<file path="config.mk">
export PLATFORM = sky130hd
export DESIGN_NAME = data_memory_ctrl_flat
export DESIGN_NICKNAME = d
export VERILOG_FILES = /design/src/rtl/data_memory_if.sv /design/src/rtl/data_memory_ctrl.sv /design/src/flat_wrapper.sv
export SDC_FILE = /design/constraint.sdc
export NUM_CORES = 2
export LEC_CHECK = 0
export CORE_MARGIN = 2
export CORE_UTILIZATION = 40
export CTS_CLUSTER_DIAMETER = 30
export DETAILED_ROUTE_END_ITERATION = 7
export PLACE_DENSITY = 0.63
export SLEW_MARGIN = 25
export SYNTH_ARGS = -nofsm -noshare
export SYNTH_HDL_FRONTEND = slang
export SYNTH_SLANG_ARGS = --single-unit
</file>
<file path="constraint.sdc">
create_clock -name clk -period 13.2 [get_ports clk]
set_input_delay 1.32 -clock clk [delete_from_list [all_inputs] [get_ports clk]]
set_output_delay 1.32 -clock clk [all_outputs]
set_load 0.02 [all_outputs]
</file>
<file path="src/rtl/data_memory_if.sv">
// Request/response bundle for the data memory: valid/ready request side, pulsed response side.
interface data_memory_if #(
    parameter int DATA_W = 16,
    parameter int ADDR_W = 8
);
    logic              req_valid;
    logic              req_ready;
    logic              req_we;
    logic              req_size;
    logic              req_signed;
    logic [ADDR_W-1:0] req_addr;
    logic [DATA_W-1:0] req_wdata;
    logic              rsp_valid;
    logic [DATA_W-1:0] rsp_rdata;
    logic [15:0]       misalign_cnt;

    modport master (
        output req_valid, req_we, req_size, req_signed, req_addr, req_wdata,
        input  req_ready, rsp_valid, rsp_rdata, misalign_cnt
    );

    modport slave (
        input  req_valid, req_we, req_size, req_signed, req_addr, req_wdata,
        output req_ready, rsp_valid, rsp_rdata, misalign_cnt
    );
endinterface

</file>
<file path="src/rtl/data_memory_ctrl.sv">
// Byte-addressed big-endian data memory; misaligned words are split into two row beats.
// NB = DATA_W/8 is taken to be a power of two so row/lane are plain address slices.
module data_memory_ctrl #(
    parameter int DATA_W = 16,
    parameter int ADDR_W = 8
) (
    input  logic         clk,
    input  logic         rst,
    data_memory_if.slave bus
);
    localparam int NB   = DATA_W / 8;
    localparam int LW   = $clog2(NB);
    localparam int RW   = ADDR_W - LW;
    localparam int ROWS = 2 ** RW;

    typedef enum logic {IDLE, BEAT2} state_t;
    state_t state, state_nxt;

    logic [DATA_W-1:0] mem [ROWS] = '{default: '0};

    logic              lat_we;
    logic [RW-1:0]     lat_row;
    logic [LW-1:0]     lat_lane;
    logic [DATA_W-1:0] lat_wdata;
    logic [DATA_W-1:0] hold;
    logic              rsp_valid;
    logic [DATA_W-1:0] rsp_rdata;
    logic [15:0]       misalign_cnt;

    logic              ready;
    logic              misalign;
    logic              do_write;
    logic [RW-1:0]     row;
    logic [LW-1:0]     lane;
    logic [NB-1:0]     lane_en;
    logic [DATA_W-1:0] wr_row;
    logic [DATA_W-1:0] rd_row;
    logic [DATA_W-1:0] rd_shl;
    logic [DATA_W-1:0] byte_ext;
    logic [LW+2:0]     sh_lo;
    logic [LW+3:0]     sh_hi;

    assign misalign = bus.req_size && (bus.req_addr[LW-1:0] != '0);

    always_comb begin
        state_nxt = state;
        ready     = 1'b0;
        row       = bus.req_addr[ADDR_W-1 -: RW];
        lane      = bus.req_addr[LW-1:0];
        lane_en   = '0;
        wr_row    = '0;
        do_write  = 1'b0;
        case (state)
            IDLE: begin
                ready = 1'b1;
                if (bus.req_valid) begin
                    do_write = bus.req_we;
                    if (!bus.req_size) begin
                        lane_en[lane] = 1'b1;
                        wr_row        = {NB{bus.req_wdata[7:0]}};
                    end else if (!misalign) begin
                        lane_en = '1;
                        wr_row  = bus.req_wdata;
                    end else begin
                        for (int j = 0; j < NB; j++) lane_en[j] = (LW'(j) >= lane);
                        wr_row    = bus.req_wdata >> {lane, 3'b000};
                        state_nxt = BEAT2;
                    end
                end
            end
            BEAT2: begin
                // Second beat always lands on the following row, wrapping past the last one.
                row      = lat_row + 1'b1;
                lane     = lat_lane;
                do_write = lat_we;
                for (int j = 0; j < NB; j++) lane_en[j] = (LW'(j) < lat_lane);
                wr_row    = lat_wdata << ((LW+4)'(DATA_W) - {1'b0, lat_lane, 3'b000});
                state_nxt = IDLE;
            end
            default: state_nxt = IDLE;
        endcase
        if (rst) begin
            do_write  = 1'b0;
            state_nxt = IDLE;
        end
    end

    assign sh_lo    = {lane, 3'b000};
    assign sh_hi    = (LW+4)'(DATA_W) - {1'b0, lane, 3'b000};
    assign rd_row   = mem[row];
    assign rd_shl   = rd_row << sh_lo;
    assign byte_ext = {{(DATA_W-8){bus.req_signed & rd_shl[DATA_W-1]}}, rd_shl[DATA_W-1 -: 8]};

    always_ff @(posedge clk) begin
        if (do_write) begin
            for (int j = 0; j < NB; j++) begin
                if (lane_en[j]) mem[row][DATA_W-1-8*j -: 8] <= wr_row[DATA_W-1-8*j -: 8];
            end
        end
    end

    always_ff @(posedge clk) begin
        if (rst) begin
            state        <= IDLE;
            rsp_valid    <= 1'b0;
            rsp_rdata    <= '0;
            misalign_cnt <= '0;
            hold         <= '0;
            lat_we       <= 1'b0;
            lat_row      <= '0;
            lat_lane     <= '0;
            lat_wdata    <= '0;
        end else begin
            state     <= state_nxt;
            rsp_valid <= 1'b0;
            case (state)
                IDLE: begin
                    if (bus.req_valid) begin
                        if (misalign) begin
                            lat_we    <= bus.req_we;
                            lat_row   <= row;
                            lat_lane  <= lane;
                            lat_wdata <= bus.req_wdata;
                            hold      <= rd_shl;
                            if (misalign_cnt != 16'hFFFF) misalign_cnt <= misalign_cnt + 1'b1;
                        end else begin
                            rsp_valid <= 1'b1;
                            if (bus.req_we)        rsp_rdata <= '0;
                            else if (bus.req_size) rsp_rdata <= rd_row;
                            else                   rsp_rdata <= byte_ext;
                        end
                    end
                end
                BEAT2: begin
                    rsp_valid <= 1'b1;
                    rsp_rdata <= lat_we ? '0 : (hold | (rd_row >> sh_hi));
                end
                default: ;
            endcase
        end
    end

    assign bus.req_ready    = ready;
    assign bus.rsp_valid    = rsp_valid;
    assign bus.rsp_rdata    = rsp_rdata;
    assign bus.misalign_cnt = misalign_cnt;
endmodule

</file>
<file path="src/flat_wrapper.sv">
// flat-port wrapper written by rule: the top's interface ports become plain ports
module data_memory_ctrl_flat 
#(
    parameter int DATA_W = 16,
    parameter int ADDR_W = 8
)
  (clk, rst, bus_req_valid, bus_req_we, bus_req_size, bus_req_signed, bus_req_addr, bus_req_wdata, bus_req_ready, bus_rsp_valid, bus_rsp_rdata, bus_misalign_cnt);
  data_memory_if #(.DATA_W(DATA_W), .ADDR_W(ADDR_W)) bus_i ();
  input  logic clk;
  input  logic rst;
  input wire logic [$bits(bus_i.req_valid)-1:0] bus_req_valid;
  input wire logic [$bits(bus_i.req_we)-1:0] bus_req_we;
  input wire logic [$bits(bus_i.req_size)-1:0] bus_req_size;
  input wire logic [$bits(bus_i.req_signed)-1:0] bus_req_signed;
  input wire logic [$bits(bus_i.req_addr)-1:0] bus_req_addr;
  input wire logic [$bits(bus_i.req_wdata)-1:0] bus_req_wdata;
  output wire logic [$bits(bus_i.req_ready)-1:0] bus_req_ready;
  output wire logic [$bits(bus_i.rsp_valid)-1:0] bus_rsp_valid;
  output wire logic [$bits(bus_i.rsp_rdata)-1:0] bus_rsp_rdata;
  output wire logic [$bits(bus_i.misalign_cnt)-1:0] bus_misalign_cnt;
  assign bus_i.req_valid = bus_req_valid;
  assign bus_i.req_we = bus_req_we;
  assign bus_i.req_size = bus_req_size;
  assign bus_i.req_signed = bus_req_signed;
  assign bus_i.req_addr = bus_req_addr;
  assign bus_i.req_wdata = bus_req_wdata;
  assign bus_req_ready = bus_i.req_ready;
  assign bus_rsp_valid = bus_i.rsp_valid;
  assign bus_rsp_rdata = bus_i.rsp_rdata;
  assign bus_misalign_cnt = bus_i.misalign_cnt;
  data_memory_ctrl #(.DATA_W(DATA_W), .ADDR_W(ADDR_W)) u_core (.clk(clk), .rst(rst), .bus(bus_i));
endmodule
</file>
Word level (Yosys, flattened, before mapping)
Memories as Yosys holds them, arrays and structs flattened.
Cells that the tools add are included.
- reduce and logical (&&, ||, !) cells: 5
- shifts and indexed selects: 4
- equal/unequal tests: 3
- magnitude comparators: 6
- multiplexer cells: 35
- bitwise logic cells: 3
- add/sub/neg operators: 4
- operator list (operator ; number):
    $mux W16 ; 8
    $pmux W16 S2 ; 2
    $add A16 B1 Y16 const B ; 1
    $mux W1 ; 16
    $ne A16 B16 Y1 const B ; 1
    $or A16 B16 Y16 ; 1
    $shl A16 B4 Y16 ; 1
    $shl A16 B5 Y16 ; 1
    $shr A16 B4 Y16 ; 1
    $shr A16 B5 Y16 ; 1
    $sub A5 B4 Y5 const A ; 2
    $add A7 B1 Y7 const B ; 1
    $mux W7 ; 1
    $mux W2 ; 3
    $pmux W1 S2 ; 3
    $ne A2 B2 Y1 const B ; 2
    $pmux W2 S2 ; 1
    $reduce_and A4 Y1 ; 1
    $reduce_and A3 Y1 ; 1
    $ge A1 B1 Y1 const A ; 2
    $logic_and A1 B1 Y1 ; 2
    $lt A1 B1 Y1 const A ; 2
    $lt A1 B2 Y1 const B ; 1
    $reduce_and A2 Y1 ; 1
    4 further kinds ; 4
- bits of input ports: 30
- flip-flop bits (word level): 75
- RAM bits: 2048
- memories kept: 1
- output and inout bits: 34
- logic and storage cells: 70
- memory list (memory ; words ; bits a word ; read ports ; clocked after Yosys merged registers in ; write ports ; RTL line ; text):
    u_core.mem ; 128 ; 16 ; 1 ; 0 ; 1 ; data_memory_ctrl.sv:19 ; logic [DATA_W-1:0] mem [ROWS] = '{default: '0};

Longest topological paths before layout
- depth in word-level cells: 10
- gate-level depth with buffers: 17
- mapped depth without buffers: 11

Least setup slack after synthesis
OpenSTA, ideal clock, no wires.
- path type: in2reg
- start point: in bus_req_size
- end point: mem u_core.mem[0][10] (data pin)
- setup time: 1197 ps
- setup slack: 4970 ps
- buffers on the path: 1
- required time: 12003 ps
- stages on the path: 4
- arrival time: 7034 ps
- cell sequence: clkbuf_1 nor2b_1 a21oi_1 o21ai_0
- cells in the longest elaborated chain, start to end: 5
- RTL lines (element ; RTL line ; text):
    from (decl) ; flat_wrapper.sv:13 ; input wire logic [$bits(bus_i.req_size)-1:0] bus_req_size;
    $logic_and A1 B1 Y1 ; data_memory_ctrl.sv:43 ; assign misalign = bus.req_size && (bus.req_addr[LW-1:0] != '0);
    $mux W16 ; data_memory_ctrl.sv:61 ; end else if (!misalign) begin
    $mux W16 (*) ; data_memory_ctrl.sv:58 ; if (!bus.req_size) begin
    $mux W16 (*) ; data_memory_ctrl.sv:56 ; if (bus.req_valid) begin
    $pmux W16 S2 (*) ; data_memory_ctrl.sv:53 ; case (state)
    named net u_core.wr_row[10] ; data_memory_ctrl.sv:36 ; logic [DATA_W-1:0] wr_row;
    to (decl) ; data_memory_ctrl.sv:19 ;
Mark *: on every way through the listed nets, which the timed path passes. The rest lies on a longest branch.

Worst setup path after layout
- start point: in bus_req_addr[1]
- end point: reg u_core.rsp_rdata[4], in the netlist u_core.bus.rsp_rdata[4]
- cells in the longest elaborated chain, start to end: 8
- elaborated cells between the ends (all ways): 11
- classes of those cells: 2 x shift; 7 x mux; 1 x bitwise; 1 x memory
- RTL lines (element ; RTL line ; text):
    from (decl) ; flat_wrapper.sv:15 ; input wire logic [$bits(bus_i.req_addr)-1:0] bus_req_addr;
    $mux W7 (*) ; data_memory_ctrl.sv:53 ;
    $mem_v2 Z128 W16 (*) ; -- ;
    $shl A16 B4 Y16 ; data_memory_ctrl.sv:91 ; assign rd_shl = rd_row << sh_lo;
    $mux W16 ; data_memory_ctrl.sv:129 ; else if (bus.req_size) rsp_rdata <= rd_row;
    $mux W16 ; data_memory_ctrl.sv:128 ; if (bus.req_we) rsp_rdata <= '0;
    $mux W16 ; data_memory_ctrl.sv:119 ; if (misalign) begin
    $mux W16 ; data_memory_ctrl.sv:118 ; if (bus.req_valid) begin
    $pmux W16 S2 (*) ; data_memory_ctrl.sv:116 ; case (state)
    to (signal assigned) ; data_memory_ctrl.sv:129 ;
    to (signal assigned) ; data_memory_ctrl.sv:130 ; else rsp_rdata <= byte_ext;
    to (signal assigned) ; data_memory_ctrl.sv:136 ; rsp_rdata <= lat_we ? '0 : (hold | (rd_row >> sh_hi));
    to (decl) ; data_memory_ctrl.sv:27 ; logic [DATA_W-1:0] rsp_rdata;
Mark *: on every way between the ends. The rest lies on a longest branch, timed or not. The select of a mux whose other input is x is not followed.
A chain may end at the register's enable or synchronous reset.

==> results.cfg <==
[outcome]
status = complete, no violations

[grt]
grt_pass1_wl_um = 365000
track_usage_pct = 23.9
grt_pass1_vias = 50800
overflow = 0
grt_antenna_before_repair = 8
grt_max_degree = 138

[logic_synthesis]
syn_area_um2 = 81800
synth_area_leaders = edfxtp_1, o22ai_1, nand2_1
synth.most_common_cell = edfxtp_1
ys_top_cells_by_count = edfxtp_1, nand2_1, nor2_1, o22ai_1, nand3_1
synth_top_area_share_pct = 75.2
ys_seq_elements = 2115
syn_inst = 5469
syn_nets = 5501
yosysUniqueCellTypes = 93
yosysSeqAreaShare_pct = 76.8
avgSynthCellArea_um2 = 15.0
synth-edff-count = 2048
synth_top_cell_by_area = edfxtp_1
async_flop_share_pct = 0
ys.flop_type = edfxtp_1
yosysWarnings = 0

[worst_setup_path]
crit_path_end = u_core.bus.rsp_rdata[4]
worstPathRequired_ns = 14.04
worst_r2r_endpoint = u_core.bus.rsp_rdata[4]
crit_type = input port to flip-flop
worstPathMaxFanout = 54
cp-end-kind = flip-flop
rrSetupSlack_ns = 6.93
timing.rr.start = u_core.state
crit_start = bus_req_addr[1]
r2r_cells = 13
crit_path_start_kind = input port
worstPathArrival_ns = 7.13

[detailed_routing]
drt_iter0_markers = 8030
drc = 0
wl_per_cell_um = 29.7
drtPass1Iterations = 6
antenna_left = 0
viasPerCell = 6.12
drt_wl_total_um = 257000
dr_total_vias = 52900

[floorplan]
fp-row-count = 166
die_area_um2 = 208000
core-area_um2 = 204000
io_pins = 64
initial_core_util_pct = 40.1
die-width_um = 456
die_h_um = 456

[sta]
hold_viol_final = 0
rsz0062_at_grt = no
clock.fmax_mhz = 159
period_minus_slack_ns = 6.29
setup_viol = 0
slew_headroom_pct = 15.5
final.setup.tns_ns = 0
skew_ns = 0.0695
worst_pin_slew_ns = 1.26
slew_violations = 0
fin_crit_sh_pct = 47.7

[finish]
drive_above_1_share_pct = 14.2
area_growth_pct = 20.0
final_cells = 8644
fin_nets = 5688
n_fill_cell = 17000
post-route-util_pct = 48.2

[cts]
clockBufferDepth = 4
cts_resized = 0
insertion_delay_ns = 0.95
root_buffer = clkbuf_16
cts_tree = built
cts.htree.levels = 5
clk_pin_slew_worst_paths_ns = 0.05
ctsHoldBuffers = 0
cts-buffers-inserted = 377
post-cts-setup-buffer-count = 0
clock_sinks = 2115

[hold_path]
worstHoldPathType = flip-flop to flip-flop
hold_path_depth = 2

[placed_design]
dp_hpwl_um = 145000
post-place-cells = 7963
port_buffers = 63
gp_congestion = 0.907

[pwr]
p_leak_nw = 32.3
finalPower_w = 0.0181
vdd_drop_max_v = 0.000165
powerDensity_nw_per_um2 = 184

[job]
cap_violations = 0
## flip-flops by register name, indices dropped and copies added (netlist names)
signal / count
u_core.lat_wdata: 8
u_core.bus.rsp_valid: 1
u_core.hold: 16
u_core.mem: 2048
u_core.lat_we: 1
u_core.state: 1
u_core.bus.rsp_rdata: 16
u_core.bus.misalign_cnt: 16
u_core.lat_lane: 1
u_core.lat_row: 7
## layout make-up
type | instances | area [µm²] | area share [%]
clock buffer | 409 | 9660 | 9.84
clock inverter | 268 | 3150 | 3.21
inverter | 8 | 30.0 | 0.0306
multi-input combinational | 2967 | 17400 | 17.8
sequential | 2115 | 62800 | 64.0
tap | 2688 | 3360 | 3.42
timing repair buffer | 187 | 1710 | 1.74
antenna | 2 | 5.00 | 0.00510
## cells by family (layout without fill, tap and decap cells)
logic type	after synthesis	count (layout)	share of synthesized area (%)
buffers and inverters	387	872	2.41
DFF	2115	2115	76.8
muxes	185	185	2.39
adders and majority gates	2	2	0.0306
and+or+nand+nor	1707	1707	9.06
other	0	2	0
AOI/OAI and AO/OA	1055	1055	9.09
xor gates and xnor gates	18	18	0.211
## worst min-delay path by stage
stage | startpoint | end | slack, ns
global route | u_core.lat_wdata[3] | u_core.lat_wdata[3] | 0.48
CTS | u_core.lat_wdata[4] | u_core.lat_wdata[4] | 0.45
floorplan | u_core.hold[5] | u_core.hold[5] | 0.43
global placement | u_core.lat_lane | u_core.lat_lane | 0.44
detailed placement | u_core.hold[2] | u_core.hold[2] | 0.45
finish | u_core.lat_wdata[4] | u_core.lat_wdata[4] | 0.46
## routing by layer
layer / track usage, % / up-vias / share of wire [%]
met4: 12.3 / 0 / 5.4
met2: 36.6 / 3677 / 46
met1: 32.2 / 26600 / 38
met5: 0 / - / 0
li1: - / 22000 / -
met3: 4.96 / 668 / 11
## critical path: stages
cell	delay [ns]
clkdlybuf4s50_1	0.78
nand2b_4	0.28
buf_4	0.65
o32a_2	0.59
buf_4	0.48
buf_4	0.56
o22ai_1	0.17
nor4_1	0.53
o22ai_1	0.33
or4_1	0.49
a211oi_2	0.44
a221oi_1	0.17
a211oi_1	0.24
## where the power goes
part	switching (W)	leakage [nW]	internal, W
clock	0.00340	6.13	0.00636
combinational	0.000685	6.65	0.000221
sequential	0.0000169	19.5	0.00740
total	0.00411	32.3	0.0140
## cells in the final DEF, fill, tap and decap left out, types with 40 or more instances in the layout
master / n
a211oi_1: 68
a21oi_1: 121
a32oi_1: 98
and3_1: 60
buf_4: 111
bufinv_16: 53
clkbuf_16: 382
clkdlybuf4s50_1: 62
clkinv_2: 40
clkinvlp_4: 50
dfxtp_1: 66
edfxtp_1: 2048
inv_6: 43
mux2i_1: 172
nand2_1: 697
nand3_1: 209
nand4_1: 54
nor2_1: 485
nor3_1: 51
nor4_1: 58
o221ai_1: 57
o22ai_1: 430
## stage by stage
stage / setup slack (ns) / hold slack [ns] / cell area [µm²]
after floorplan: 4.97 / 0.425 / 81800
after CTS: 7.08 / 0.454 / 98100
after global placement: 6.32 / 0.443 / 85300
after detailed placement: 6.20 / 0.446 / 85300
final: 6.91 / 0.457 / 98200
after global routing: 6.76 / 0.477 / 98200
Note: power is estimated with default switching activity, not from simulation.
